**config.mk**
```make
export PLATFORM = sky130hd
export DESIGN_NAME = bp_pht_gshare_flat
export DESIGN_NICKNAME = d
export VERILOG_FILES = /design/src/rtl/bp_pht_gshare_if.sv /design/src/rtl/bp_pht_gshare.sv /design/src/flat_wrapper.sv
export SDC_FILE = /design/constraint.sdc
export NUM_CORES = 2
export LEC_CHECK = 0
export BUFFER_PORTS_ARGS = -buffer_cell sky130_fd_sc_hd__buf_2
export CORE_MARGIN = 1.5
export CORE_UTILIZATION = 30
export CTS_CLUSTER_SIZE = 14
export DETAILED_ROUTE_END_ITERATION = 12
export PLACE_DENSITY = 0.44
export REMOVE_ABC_BUFFERS = 1
export SLEW_MARGIN = 30
export SYNTH_ARGS = -nofsm -noshare
export SYNTH_HDL_FRONTEND = slang
export SYNTH_SLANG_ARGS = --single-unit
```
**constraint.sdc**
```tcl
create_clock -name clk -period 44.9 [get_ports clk]
set_input_delay 6.735 -clock clk [delete_from_list [all_inputs] [get_ports clk]]
set_output_delay 6.735 -clock clk [all_outputs]
set_load 0.02 [all_outputs]
```
**src/rtl/bp_pht_gshare_if.sv**
```systemverilog
// Lookup, update and status bundle between the IF-stage predictor, the
// gshare PHT and the EX/IS branch-resolution bus.
interface bp_pht_gshare_if #(
    parameter int IDX_W = 10,
    parameter int CTR_W = 2,
    parameter int GHR_W = 8
);
    logic             pred_valid;
    logic [31:0]      pred_pc;
    logic             pred_ready;
    logic             pred_rvalid;
    logic             pred_taken;
    logic [CTR_W-1:0] pred_ctr;
    logic [IDX_W-1:0] pred_idx;
    logic [GHR_W-1:0] pred_ghr;

    logic             upd_valid;
    logic [IDX_W-1:0] upd_idx;
    logic             upd_taken;
    logic             upd_mispred;
    logic [GHR_W-1:0] upd_ghr;

    logic [GHR_W-1:0] ghr_o;
    logic             init_busy;

    modport master (
        output pred_valid, pred_pc,
        output upd_valid, upd_idx, upd_taken, upd_mispred, upd_ghr,
        input  pred_ready, pred_rvalid, pred_taken, pred_ctr, pred_idx, pred_ghr,
        input  ghr_o, init_busy
    );

    modport slave (
        input  pred_valid, pred_pc,
        input  upd_valid, upd_idx, upd_taken, upd_mispred, upd_ghr,
        output pred_ready, pred_rvalid, pred_taken, pred_ctr, pred_idx, pred_ghr,
        output ghr_o, init_busy
    );
endinterface

```
**src/rtl/bp_pht_gshare.sv**
```systemverilog
// Gshare pattern history table: owns the global history, hashes it with the
// fetch PC, performs saturating-counter updates and self-initialises by sweep.
module bp_pht_gshare #(
    parameter int IDX_W    = 10,
    parameter int CTR_W    = 2,
    parameter int GHR_W    = 8,
    parameter int INIT_VAL = 1
) (
    input  logic             clk,
    input  logic             resetn,
    input  logic             clr,
    bp_pht_gshare_if.slave   bus
);
    localparam int               DEPTH      = 1 << IDX_W;
    localparam logic [CTR_W-1:0] CTR_MAX    = {CTR_W{1'b1}};
    localparam logic [CTR_W-1:0] CTR_ZERO   = {CTR_W{1'b0}};
    localparam logic [CTR_W-1:0] CTR_ONE    = CTR_W'(1);
    localparam logic [CTR_W-1:0] CTR_INIT   = CTR_W'(INIT_VAL);
    localparam logic [IDX_W-1:0] SWEEP_LAST = {IDX_W{1'b1}};
    localparam logic [IDX_W-1:0] IDX_ZERO   = {IDX_W{1'b0}};
    localparam logic [GHR_W-1:0] GHR_ZERO   = {GHR_W{1'b0}};

    typedef enum logic [0:0] {
        ST_INIT = 1'b0,
        ST_RUN  = 1'b1
    } state_t;

    function automatic logic [CTR_W-1:0] sat_step(input logic [CTR_W-1:0] ctr,
                                                  input logic             up);
        logic [CTR_W-1:0] res;
        if (up) begin
            res = (ctr == CTR_MAX) ? ctr : ctr + CTR_ONE;
        end else begin
            res = (ctr == CTR_ZERO) ? ctr : ctr - CTR_ONE;
        end
        return res;
    endfunction

    // Shift one outcome bit into a history value; the oldest bit falls off.
    function automatic logic [GHR_W-1:0] ghr_shift(input logic [GHR_W-1:0] hist,
                                                   input logic             bit_in);
        return GHR_W'({hist, bit_in});
    endfunction

    state_t           state_r;
    logic [IDX_W-1:0] sweep_r;
    logic             busy_r;
    logic             ready_r;
    logic [GHR_W-1:0] ghr_r;
    logic             rvalid_r;
    logic             taken_r;
    logic [CTR_W-1:0] ctr_r;
    logic [IDX_W-1:0] idx_r;
    logic [GHR_W-1:0] snap_r;
    logic [CTR_W-1:0] ctr_tbl_r [DEPTH];

    logic             run_s;
    logic             lkp_do_s;
    logic             upd_do_s;
    logic [IDX_W-1:0] idx_s;
    logic [CTR_W-1:0] upd_cur_s;
    logic [CTR_W-1:0] upd_new_s;
    logic [CTR_W-1:0] rd_s;
    logic [GHR_W-1:0] ghr_next_s;
    logic             unused_pc_s;

    assign unused_pc_s = ^{bus.pred_pc[31:IDX_W+2], bus.pred_pc[1:0]};

    // Request qualification, index hash and update read-modify-write value.
    always_comb begin
        run_s     = (state_r == ST_RUN);
        lkp_do_s  = bus.pred_valid & ready_r & ~clr;
        upd_do_s  = bus.upd_valid & run_s & ~clr;
        idx_s     = bus.pred_pc[IDX_W+1:2] ^ IDX_W'(ghr_r);
        upd_cur_s = ctr_tbl_r[bus.upd_idx];
        upd_new_s = sat_step(upd_cur_s, bus.upd_taken);
        // A same-cycle update to the looked-up entry must be seen by the lookup.
        if (upd_do_s && (bus.upd_idx == idx_s)) begin
            rd_s = upd_new_s;
        end else begin
            rd_s = ctr_tbl_r[idx_s];
        end
    end

    // Next global history: recovery beats speculation; cleared outside RUN.
    always_comb begin
        ghr_next_s = ghr_r;
        if (!run_s || clr) begin
            ghr_next_s = GHR_ZERO;
        end else if (upd_do_s && bus.upd_mispred) begin
            ghr_next_s = ghr_shift(bus.upd_ghr, bus.upd_taken);
        end else if (rvalid_r) begin
            ghr_next_s = ghr_shift(ghr_r, taken_r);
        end else begin
            ghr_next_s = ghr_r;
        end
    end

    // Init-sweep / run control FSM with registered status outputs.
    always_ff @(posedge clk or negedge resetn) begin
        if (!resetn) begin
            state_r <= ST_INIT;
            sweep_r <= IDX_ZERO;
            busy_r  <= 1'b1;
            ready_r <= 1'b0;
        end else begin
            case (state_r)
                ST_INIT: begin
                    sweep_r <= sweep_r + IDX_W'(1);
                    if (sweep_r == SWEEP_LAST) begin
                        state_r <= ST_RUN;
                        busy_r  <= 1'b0;
                        ready_r <= 1'b1;
                    end else begin
                        state_r <= ST_INIT;
                    end
                end
                ST_RUN: begin
                    if (clr) begin
                        state_r <= ST_INIT;
                        sweep_r <= IDX_ZERO;
                        busy_r  <= 1'b1;
                        ready_r <= 1'b0;
                    end else begin
                        state_r <= ST_RUN;
                    end
                end
                default: begin
                    state_r <= ST_INIT;
                    sweep_r <= IDX_ZERO;
                    busy_r  <= 1'b1;
                    ready_r <= 1'b0;
                end
            endcase
        end
    end

    // Registered lookup result and global history.
    always_ff @(posedge clk or negedge resetn) begin
        if (!resetn) begin
            rvalid_r <= 1'b0;
            taken_r  <= 1'b0;
            ctr_r    <= CTR_ZERO;
            idx_r    <= IDX_ZERO;
            snap_r   <= GHR_ZERO;
            ghr_r    <= GHR_ZERO;
        end else begin
            rvalid_r <= lkp_do_s;
            ghr_r    <= ghr_next_s;
            if (lkp_do_s) begin
                ctr_r  <= rd_s;
                taken_r <= rd_s[CTR_W-1];
                idx_r  <= idx_s;
                snap_r <= ghr_r;
            end
        end
    end

    // Counter array write port; contents are deliberately not reset.
    always_ff @(posedge clk) begin
        if (state_r == ST_INIT) begin
            ctr_tbl_r[sweep_r] <= CTR_INIT;
        end else if (upd_do_s) begin
            ctr_tbl_r[bus.upd_idx] <= upd_new_s;
        end
    end

    assign bus.pred_ready  = ready_r;
    assign bus.pred_rvalid = rvalid_r;
    assign bus.pred_taken  = taken_r;
    assign bus.pred_ctr    = ctr_r;
    assign bus.pred_idx    = idx_r;
    assign bus.pred_ghr    = snap_r;
    assign bus.ghr_o       = ghr_r;
    assign bus.init_busy   = busy_r;
endmodule

```
**src/flat_wrapper.sv**
```systemverilog
// flat-port wrapper written by rule: the top's interface ports become plain ports
module bp_pht_gshare_flat 
#(
    parameter int IDX_W    = 10,
    parameter int CTR_W    = 2,
    parameter int GHR_W    = 8,
    parameter int INIT_VAL = 1
)
  (clk, resetn, clr, bus_pred_valid, bus_pred_pc, bus_upd_valid, bus_upd_idx, bus_upd_taken, bus_upd_mispred, bus_upd_ghr, bus_pred_ready, bus_pred_rvalid, bus_pred_taken, bus_pred_ctr, bus_pred_idx, bus_pred_ghr, bus_ghr_o, bus_init_busy);
  bp_pht_gshare_if #(.IDX_W(IDX_W), .CTR_W(CTR_W), .GHR_W(GHR_W)) bus_i ();
  input  logic clk;
  input  logic resetn;
  input  logic clr;
  input wire logic [$bits(bus_i.pred_valid)-1:0] bus_pred_valid;
  input wire logic [$bits(bus_i.pred_pc)-1:0] bus_pred_pc;
  input wire logic [$bits(bus_i.upd_valid)-1:0] bus_upd_valid;
  input wire logic [$bits(bus_i.upd_idx)-1:0] bus_upd_idx;
  input wire logic [$bits(bus_i.upd_taken)-1:0] bus_upd_taken;
  input wire logic [$bits(bus_i.upd_mispred)-1:0] bus_upd_mispred;
  input wire logic [$bits(bus_i.upd_ghr)-1:0] bus_upd_ghr;
  output wire logic [$bits(bus_i.pred_ready)-1:0] bus_pred_ready;
  output wire logic [$bits(bus_i.pred_rvalid)-1:0] bus_pred_rvalid;
  output wire logic [$bits(bus_i.pred_taken)-1:0] bus_pred_taken;
  output wire logic [$bits(bus_i.pred_ctr)-1:0] bus_pred_ctr;
  output wire logic [$bits(bus_i.pred_idx)-1:0] bus_pred_idx;
  output wire logic [$bits(bus_i.pred_ghr)-1:0] bus_pred_ghr;
  output wire logic [$bits(bus_i.ghr_o)-1:0] bus_ghr_o;
  output wire logic [$bits(bus_i.init_busy)-1:0] bus_init_busy;
  assign bus_i.pred_valid = bus_pred_valid;
  assign bus_i.pred_pc = bus_pred_pc;
  assign bus_i.upd_valid = bus_upd_valid;
  assign bus_i.upd_idx = bus_upd_idx;
  assign bus_i.upd_taken = bus_upd_taken;
  assign bus_i.upd_mispred = bus_upd_mispred;
  assign bus_i.upd_ghr = bus_upd_ghr;
  assign bus_pred_ready = bus_i.pred_ready;
  assign bus_pred_rvalid = bus_i.pred_rvalid;
  assign bus_pred_taken = bus_i.pred_taken;
  assign bus_pred_ctr = bus_i.pred_ctr;
  assign bus_pred_idx = bus_i.pred_idx;
  assign bus_pred_ghr = bus_i.pred_ghr;
  assign bus_ghr_o = bus_i.ghr_o;
  assign bus_init_busy = bus_i.init_busy;
  bp_pht_gshare #(.IDX_W(IDX_W), .CTR_W(CTR_W), .GHR_W(GHR_W), .INIT_VAL(INIT_VAL)) u_core (.clk(clk), .resetn(resetn), .clr(clr), .bus(bus_i));
endmodule
```
==> reports/results.txt <==
outcome = finished clean
largest net degree at the start of global routing = 226
total track usage = 24.3%
Filler Cell Count = 32526
Mapped Cells = 7094
Pwr per Cell Area = 41.3 nW/um2
Worst EP arrival = 15670 ps
Logic pwr share = 12.6%
Mapped Area = 102000 um2
crit-path cells = buf_8, buf_4, buf_4, buf_4, buf_4, mux4_2, a22oi_1, and3_1, a2111oi_1, nor3_1, a311oi_1, o2bb2ai_1, nor4b_1, maj3_1, nand2_4, buf_4, buf_6, buf_4, buf_12
net switching fraction of the power = 27.9%
antenna violations before repair = 44
Core ar. = 337000 um2
most used cell, CP = buf_4
gp weighted congestion = 0.846
EDFF count, synth = 2048
final non-filler cell total = 11740
Die Ht = 585 um
R2R cell count = 15
Final Skew = 66.0 ps
vias in the first global route = 69212
num ports = 89
area share of the largest cell type after synthesis = 60.4%
largest cells by area after synthesis = edfxtp_1 (60%), mux2i_1 (11%), mux4_2 (11%)
Slowest cell on crit path = buf_4
Max-cap violations = 0
setup bufs post-CTS = 0
post-synth top area cell = edfxtp_1
Worst Hold Slack = 460 ps
synthesized area per cell = 14.3 um2
share of layout cells above drive strength 1 = 17.5%
RSZ-0062 raised after global routing = no
post-route ant nets = 0
wire per inst = 36.3 um
detailed-route via count = 69253
Row Count = 213
Area Growth Syn to Fin = 13.8%
DRC viols = 0
worst skew pair latency = 960 ps
hold_buf cts = 0
Yosys warning count = 0
Die Area = 343000 um2
Tmin final = 14930 ps
Initial Util = 30.2%
Leak = 0.0405 uW
final wirelength = 427000 um
Int Power = 3450 uW
global-route wire length before repair = 579000 um
FF+latch count, synth = 2090
Hold Crit Class = reg2reg
CP max stage delay = 760 ps
Critical Path Source Type = input pin
NetSw = 1340 uW
DR vias/cell = 5.90
Num Clock Sinks = 2090
# resized after CTS = 0
kind of critical path = in2reg
Seq pwr share = 44.8%
fraction of registers with async set/reset = 2.01%
CTS tree = done
Clock transition at path regs = 60 ps
Final HPWL DP = 259000 um
H-tree Lvls = 4
DRT Pass-1 Iters = 6
Worst Max-Slew Pin Slew = 1160 ps
Rel. slew slack = 22.3%
period utilization = 33.3%
die width = 585 um
dominant synthesized flop cell = edfxtp_1
I/O Buffers = 65
hold path depth = 2
sequential share of the synthesized area = 61.5%
crit-path max FO = 92
maximum VDD drop = 0.0322 mV
deepest clock path buffer count = 4
GRT overflow = 0
DR iter-0 viols = 8757
worst endpoint required time = 45640 ps
clock network fraction of design power = 42.7%
synth unique cells = 72
fmax = 0.0670 GHz
Setup-failing EPs final = 0
Hold Fails Final Rpt = 0
clock tree root driver cell = clkbuf_16
critical path capture point type = flop
Num CTS Buffers = 241
placed cells = 11282
fin nets = 7072
Slew Viols, Final = 0
==> logic make-up after synthesis <==
| logic type | Yosys count | synth area share, % |
|---|---|---|
| buffers and inverters | 647 | 2.85 |
| flip-flops | 2090 | 61.5 |
| AO/OA/AOI/OAI | 937 | 5.94 |
| adder cells (fa/ha/maj) | 3 | 0.0332 |
| XOR/XNOR | 30 | 0.258 |
| AND/OR/NAND/NOR | 1732 | 7.15 |
| multiplexers | 1655 | 22.3 |
==> per-layer routing <==
metal	track usage (%)	vias up	part of all wire, %
met1	32.3	37103	41
met4	9.35	16	4.0
met2	39.6	3400	47
li1	-	28003	-
met5	0	-	0.027
met3	3.93	731	7.6
==> state kept, by name, indices dropped and copies added (netlist names) <==
register,flops
u_core.ctr_tbl_r,2048
u_core.bus.pred_idx,10
u_core.sweep_r,10
u_core.bus.ghr_o,8
u_core.bus.pred_ghr,8
u_core.bus.init_busy,1
u_core.bus.pred_ctr,1
u_core.bus.pred_ready,1
u_core.bus.pred_rvalid,1
u_core.bus.pred_taken,1
u_core.run_s,1
==> stage by stage <==
step	setup WS, ps	power, uW	area, um2	util, %	TNS [ps]
after detailed placement	28600	2770	108000	31.9	0
after floorplan	-1470	2570	98900	-	-1700
after CTS	29570	4800	116000	34.3	0
final	29970	4780	116000	34.4	0
after global routing	29490	4880	116000	34.4	0
after global placement	28350	2770	108000	31.9	0
==> path summary, 6_finish.rpt <==
kind / to / from / slack (ps)
min reg2reg: u_core.bus.init_busy / u_core.bus.init_busy / 460
min: u_core.bus.init_busy / u_core.bus.init_busy / 460
min in group asynchronous: u_core.bus.pred_ready / resetn / 5960
max reg2reg: u_core.bus.pred_taken / u_core.bus.ghr_o[0] / 38170
max in group asynchronous: u_core.bus.pred_ghr[1] / resetn / 38330
max: u_core.ctr_tbl_r[584][0] / bus_upd_idx[0] / 29970
==> power by group through the flow <==
stage	sequential (uW)	combinational (uW)	clock [uW]
floorplan	2180	393	0
global route	2140	604	2140
global placement	2180	590	0
finish	2140	600	2040
detailed placement	2180	590	0
CTS	2140	591	2070
==> area by class of cell <==
class / count / area, um2 / share of cell area, %
Clock inverter: 150 / 1780 / 1.53
Clock buffer: 291 / 6260 / 5.40
Antenna cell: 13 / 32.5 / 0.0281
Timing Repair Buffer: 314 / 2590 / 2.23
Sequential cell: 2090 / 62600 / 54.0
Inverter: 10 / 45.0 / 0.0389
Multi-Input combinational cell: 4357 / 37000 / 31.9
Tap cell: 4515 / 5650 / 4.88
==> placed cells by master, fill, tap and decap left out, types with 57 or more instances in the layout <==
cell	count
clkbuf_16	241
nor3_1	57
edfxtp_1	2048
nand2_1	257
o22ai_1	587
a21oi_1	80
nor2_1	1086
mux2i_1	1156
mux4_2	490
buf_4	216
nor4_1	137
buf_2	61
==> synth_stat cells (all sizes together), types with 51 or more instances <==
| cell | n |
|---|---|
| a21oi | 81 |
| nor3 | 58 |
| mux4 | 490 |
| clkbuf | 316 |
| mux2i | 1157 |
| nand3 | 51 |
| nand2 | 288 |
| o21ai | 60 |
| nor4 | 143 |
| buf | 321 |
| a22oi | 51 |
| nor2 | 1092 |
| edfxtp | 2048 |
| o22ai | 587 |
==> worst max-delay path, delay by kind of cell <==
| family | cells | cell delay (ps) |
|---|---|---|
| AO/OA/AOI/OAI | 4 | 1470 |
| multiplexers | 1 | 340 |
| AND/OR/NAND/NOR | 4 | 940 |
| buffers and inverters | 9 | 5420 |
| adder cells (fa/ha/maj) | 1 | 420 |
No activity file was read; power rests on OpenSTA's default activity.
